$ cat src/rtl/arbiter_rr_lock_if.sv
// rtl/arbiter_rr_lock_if.sv - request/grant bundle between N bus masters and the arbiter
interface arbiter_rr_lock_if #(
    parameter int N     = 4,
    parameter int IDX_W = $clog2(N)
);
    logic [0:N-1]     req;
    logic [0:N-1]     gnt;
    logic             gnt_valid;
    logic [IDX_W-1:0] gnt_idx;
    logic             preempt;

    modport master (
        output req,
        input  gnt, gnt_valid, gnt_idx, preempt
    );

    modport slave (
        input  req,
        output gnt, gnt_valid, gnt_idx, preempt
    );
endinterface

$ cat src/rtl/arbiter_rr_lock.sv
// rtl/arbiter_rr_lock.sv - registered N-way fixed/round-robin arbiter with grant lock and hold limit
module arbiter_rr_lock #(
    parameter int N        = 4,
    parameter int RR_MODE  = 1,
    parameter int MAX_HOLD = 0,
    parameter int IDX_W    = $clog2(N)
) (
    input  logic            clk,
    input  logic            rst_n,
    arbiter_rr_lock_if.slave bus
);
    localparam int HOLD_W = (MAX_HOLD > 0) ? $clog2(MAX_HOLD + 1) : 1;

    typedef enum logic {IDLE, OWNED} state_t;

    state_t            state;
    logic [IDX_W-1:0]  ptr;
    logic [HOLD_W-1:0] hold_cnt;
    logic [0:N-1]      gnt_q;
    logic [IDX_W-1:0]  idx_q;
    logic              valid_q;
    logic              pre_q;

    logic [0:N-1]      cand;
    logic [0:N-1]      win_oh;
    logic [IDX_W-1:0]  win;
    logic [IDX_W-1:0]  pos;
    logic [IDX_W-1:0]  ptr_nxt;
    logic              own_req;
    logic              others;
    logic              expire;

    // The current owner never competes in its own successor selection.
    always_comb begin
        cand = bus.req;
        if (state == OWNED) cand[idx_q] = 1'b0;
        own_req = (state == OWNED) && bus.req[idx_q];
        others  = |cand;
        win     = '0;
        pos     = '0;
        if (RR_MODE == 0) begin
            for (int i = N - 1; i >= 0; i--) begin
                pos = IDX_W'(i);
                if (cand[pos]) win = pos;
            end
        end else begin
            for (int k = N - 1; k >= 0; k--) begin
                pos = IDX_W'((int'(ptr) + k) % N);
                if (cand[pos]) win = pos;
            end
        end
        win_oh      = '0;
        win_oh[win] = 1'b1;
        ptr_nxt     = (win == IDX_W'(N - 1)) ? '0 : win + 1'b1;
        // Saturated counters still expire, so a long-running owner yields once someone arrives.
        expire = (MAX_HOLD > 0) && own_req && others &&
                 (hold_cnt >= HOLD_W'(MAX_HOLD - 1));
    end

    always_ff @(posedge clk) begin
        if (!rst_n) begin
            state    <= IDLE;
            ptr      <= '0;
            hold_cnt <= '0;
            gnt_q    <= '0;
            idx_q    <= '0;
            valid_q  <= 1'b0;
            pre_q    <= 1'b0;
        end else begin
            pre_q <= 1'b0;
            if (own_req && !expire) begin
                if ((MAX_HOLD > 0) && (hold_cnt < HOLD_W'(MAX_HOLD)))
                    hold_cnt <= hold_cnt + 1'b1;
            end else if (others) begin
                state    <= OWNED;
                gnt_q    <= win_oh;
                idx_q    <= win;
                valid_q  <= 1'b1;
                hold_cnt <= '0;
                ptr      <= ptr_nxt;
                pre_q    <= expire;
            end else begin
                state    <= IDLE;
                gnt_q    <= '0;
                valid_q  <= 1'b0;
                hold_cnt <= '0;
            end
        end
    end

    assign bus.gnt       = gnt_q;
    assign bus.gnt_valid = valid_q;
    assign bus.gnt_idx   = idx_q;
    assign bus.preempt   = pre_q;
endmodule

$ cat src/flat_wrapper.sv
// flat-port wrapper written by rule: the top's interface ports become plain ports
module arbiter_rr_lock_flat 
#(
    parameter int N        = 4,
    parameter int RR_MODE  = 1,
    parameter int MAX_HOLD = 0,
    parameter int IDX_W    = $clog2(N)
)
  (clk, rst_n, bus_req, bus_gnt, bus_gnt_valid, bus_gnt_idx, bus_preempt);
  arbiter_rr_lock_if #(.N(N), .IDX_W(IDX_W)) bus_i ();
  input  logic clk;
  input  logic rst_n;
  input wire logic [$bits(bus_i.req)-1:0] bus_req;
  output wire logic [$bits(bus_i.gnt)-1:0] bus_gnt;
  output wire logic [$bits(bus_i.gnt_valid)-1:0] bus_gnt_valid;
  output wire logic [$bits(bus_i.gnt_idx)-1:0] bus_gnt_idx;
  output wire logic [$bits(bus_i.preempt)-1:0] bus_preempt;
  assign bus_i.req = bus_req;
  assign bus_gnt = bus_i.gnt;
  assign bus_gnt_valid = bus_i.gnt_valid;
  assign bus_gnt_idx = bus_i.gnt_idx;
  assign bus_preempt = bus_i.preempt;
  arbiter_rr_lock #(.N(N), .RR_MODE(RR_MODE), .MAX_HOLD(MAX_HOLD), .IDX_W(IDX_W)) u_core (.clk(clk), .rst_n(rst_n), .bus(bus_i));
endmodule
$ cat config.mk
export PLATFORM = sky130hd
export DESIGN_NAME = arbiter_rr_lock_flat
export DESIGN_NICKNAME = d
export VERILOG_FILES = /design/src/rtl/arbiter_rr_lock_if.sv /design/src/rtl/arbiter_rr_lock.sv /design/src/flat_wrapper.sv
export SDC_FILE = /design/constraint.sdc
export NUM_CORES = 1
export LEC_CHECK = 0
export BUFFER_PORTS_ARGS = -buffer_cell sky130_fd_sc_hd__clkbuf_2
export CAP_MARGIN = 20
export CORE_AREA = 2 2 40 42
export CTS_BUF_LIST = sky130_fd_sc_hd__clkbuf_4 sky130_fd_sc_hd__clkbuf_8 sky130_fd_sc_hd__clkbuf_16
export DETAILED_ROUTE_END_ITERATION = 8
export DIE_AREA = 0 0 42 44
export PLACE_DENSITY = 0.87
export SLEW_MARGIN = 15
export SYNTH_ARGS = -nofsm -noshare
export SYNTH_HDL_FRONTEND = slang
export SYNTH_SLANG_ARGS = --single-unit
$ cat constraint.sdc
create_clock -name clk -period 6 [get_ports clk]
set_clock_uncertainty 0.2 [all_clocks]
set_input_delay 0 -clock clk [delete_from_list [all_inputs] [get_ports clk]]
set_output_delay 0 -clock clk [all_outputs]
set_load 0.005 [all_outputs]
==> results.yml <==
synthesis:
  synth-compound-area-share: 0.309
  synth_edf_count: 0
  synth_xor_area_frac: 0.0211
  ys_seq_area_frac: 0.234
  synth_nets: 96
  yosys_warnings: 0
  synth_top_family_by_area: "compound AO/OA/AOI/OAI gates"
  synthesis.area_um2: 769
  ys_types: 46
  yosys.area_share.adder: 0.0650
  netlist_instances: 86
  muxShareOfSynthArea: 0.0537
  async_reset_ff_frac: 0
  avgSynthCellArea_um2: 8.95
  synth_seq_cells: 9
  synth-simple-area-share: 0.237
  synth_flop_cell: "dfxtp_1"
sta:
  rsz0062_at_grt: "no"
  drv_slew: 0
  worst_slew_pin_slew_ns: 0.522
  fin_crit_ns: 2.49
  fin_crit_sh: 0.415
  tns_ns: 0
  setup_viol: 0
  hold_ws_ns: 0.0909
  relSlewSlack: 0.649
  hold_viol: 0
  clock.fmax_mhz: 401
worst_setup_path:
  cp-start-kind: "register"
  worstPathRequired_ns: 5.95
  reg2reg_from: "u_core.bus.gnt_idx[1]"
  endpoint: "u_core.ptr[1]"
  crit_start: "u_core.bus.gnt_idx[1]"
  r2r_cells: 8
  critPathArrivalTime_ns: 2.44
  critPathMaxFanout: 12
  reg2reg_slack_ns: 3.51
  end_kind: "register"
  crit_type: "reg -> reg"
  r2r-end: "u_core.ptr[1]"
die:
  rows: 14
  ios: 14
  chipHeight_um: 44
  start_util: 0.542
  core_area_um2: 1420
  die_x_um: 42
  dieArea_um2: 1850
clock_tree:
  cts_buffers: 3
  cts_tree: "built"
  clk_latency_ns: 0.25
  cts_num_sinks: 9
  cts.path.max_buffers: 2
  cts-root-buf: "clkbuf_4"
  h-tree-depth: 1
  cts-resized-gates: 0
  cts.clk_slew.worst_paths_ns: 0.06
grt:
  grt_pass1_wl_um: 2600
  track_usage: 0.183
  overflow: 0
  grt_max_degree: 13
  grt_pass1_vias: 568
  antenna_found_initial: 0
power_and_ir_drop:
  powerDensity_nw_per_um2: 381
  ir_drop_v: 0.000230
  p_total_w: 0.000330
  p_leak_nw: 0.364
drt:
  dr.pass1.iters: 4
  drt_iter0_drc: 12
  ant_nets: 0
  routedWlPerCell_um: 13.8
  drcViolationCount: 0
  viasPerCell: 6.05
  wl_um: 1590
  vias: 696
status:
  status: "complete, no violations"
min_path:
  whs_path_depth: 4
  hp-start: "bus_req[3]"
  hp-class: "in -> reg"
cells_and_area:
  antennaDiodeCount: 0
  finalNetCount: 110
  syn2layout_area_growth_pct: 12.7
  layoutNonFillerInstCount: 115
  layout-drive-gt1-share: 0.273
  fill_cells: 132
  final_util: 0.611
placement:
  numPortBuffers: 12
  gp_congestion: 0.811
  hpwlAfterDp_um: 1160
  dp.cells: 108
run:
  cap_viol_max_count: 0
through the flow:
step | cell area [um^2] | setup WS [ns]
finish | 867 | 3.51
global route | 867 | 3.32
CTS | 867 | 3.53
detailed placement | 807 | 3.54
global placement | 807 | 3.65
floorplan | 769 | 3.89
flip-flops by register name, summed over array words and instances, names as in the netlist:
signal,count
u_core.bus.gnt,4
u_core.bus.gnt_idx,2
u_core.ptr,2
u_core.state,1
per-layer routing:
layer	wire length, um	up-vias	track usage
met2	793	12	0.303
met1	741	337	0.246
met5	0	-	0
met4	8	0	0.0774
li1	-	345	-
met3	47	2	0.0125
worst min path at each step:
stage / end / slack [ns]
after floorplan: u_core.state / -0.04
after CTS: u_core.bus.gnt_idx[1] / 0.07
after detailed placement: u_core.ptr[1] / 0.17
after global placement: u_core.state / 0.15
after global routing: u_core.bus.gnt_idx[1] / 0.11
final: u_core.bus.gnt_idx[1] / 0.09
worst max-delay path, cell delays in order, from the launching register on:
cell and delay (ns):
dfxtp_1 0.58, nand2_1 0.20, o22ai_1 0.25, a31oi_1 0.07, a211oi_1 0.45, or2_1 0.21, ha_1 0.24, mux2i_1 0.14
nor2b_1 0.06
Yosys cell counts (2+ instances only):
| cell type | n | share of area |
|---|---|---|
| buf_4 | 3 | 0.029 |
| nor2b_1 | 9 | 0.073 |
| dfxtp_1 | 9 | 0.23 |
| o21ai_0 | 2 | 0.013 |
| o221ai_1 | 2 | 0.023 |
| o21a_1 | 2 | 0.020 |
| a22oi_1 | 4 | 0.039 |
| ha_1 | 4 | 0.065 |
| nand2_1 | 5 | 0.024 |
| inv_1 | 4 | 0.020 |
| nand3_1 | 2 | 0.013 |
| nand2b_1 | 2 | 0.016 |
| and3b_2 | 2 | 0.026 |
| nor2_1 | 2 | 0.0098 |
| mux2i_1 | 3 | 0.039 |
final cells by class:
| class | instances | area [um^2] | area share |
|---|---|---|---|
| clock buffer | 4 | 30.0 | 0.0346 |
| inverter | 4 | 15.0 | 0.0173 |
| multi-input combinational | 67 | 532 | 0.613 |
| sequential | 9 | 180 | 0.208 |
| tap | 16 | 20.0 | 0.0231 |
| timing repair buffer | 15 | 90.1 | 0.104 |
repair_timing:
item                       CTS  global route
setup buffers                0             0
hold buffers                 3             0
hold endpoints to repair     9             0
setup endpoints to repair    0             0
cell families (layout without fill, tap and decap cells):
kind of cell,Yosys count,after routing
other,1,1
DFF,9,9
muxes,4,4
xor gates and xnor gates,1,1
AOI/OAI and AO/OA,28,28
buffers and inverters,10,23
and+or+nand+nor,29,29
adders and majority gates,4,4
layout by cell type, fill, tap and decap left out, drive strengths merged, types with 2 or more instances in the layout:
| cell type | netlist | layout |
|---|---|---|
| dlygate4sd3 | 0 | 3 |
| nand2 | 5 | 5 |
| nand3 | 2 | 2 |
| nor2b | 9 | 9 |
| o21a | 3 | 3 |
| nor2 | 3 | 3 |
| o21ai | 4 | 4 |
| mux2i | 3 | 3 |
| o22ai | 2 | 2 |
| ha | 4 | 4 |
| inv | 4 | 4 |
| a22oi | 4 | 4 |
| dfxtp | 9 | 9 |
| a41oi | 2 | 2 |
| clkbuf | 1 | 16 |
| o221ai | 2 | 2 |
| and3b | 2 | 2 |
| nand2b | 2 | 2 |
where the power goes:
group	leakage (nW)	switching (W)	internal, W	total (W)
Clock	0.0184	0.0000201	0.0000301	0.0000501
Sequential	0.0744	0.0000336	0.0000788	0.000112
Combinational	0.272	0.0000865	0.0000812	0.000168
Total	0.364	0.000140	0.000190	0.000330
Power figures use the tool's default switching activity.
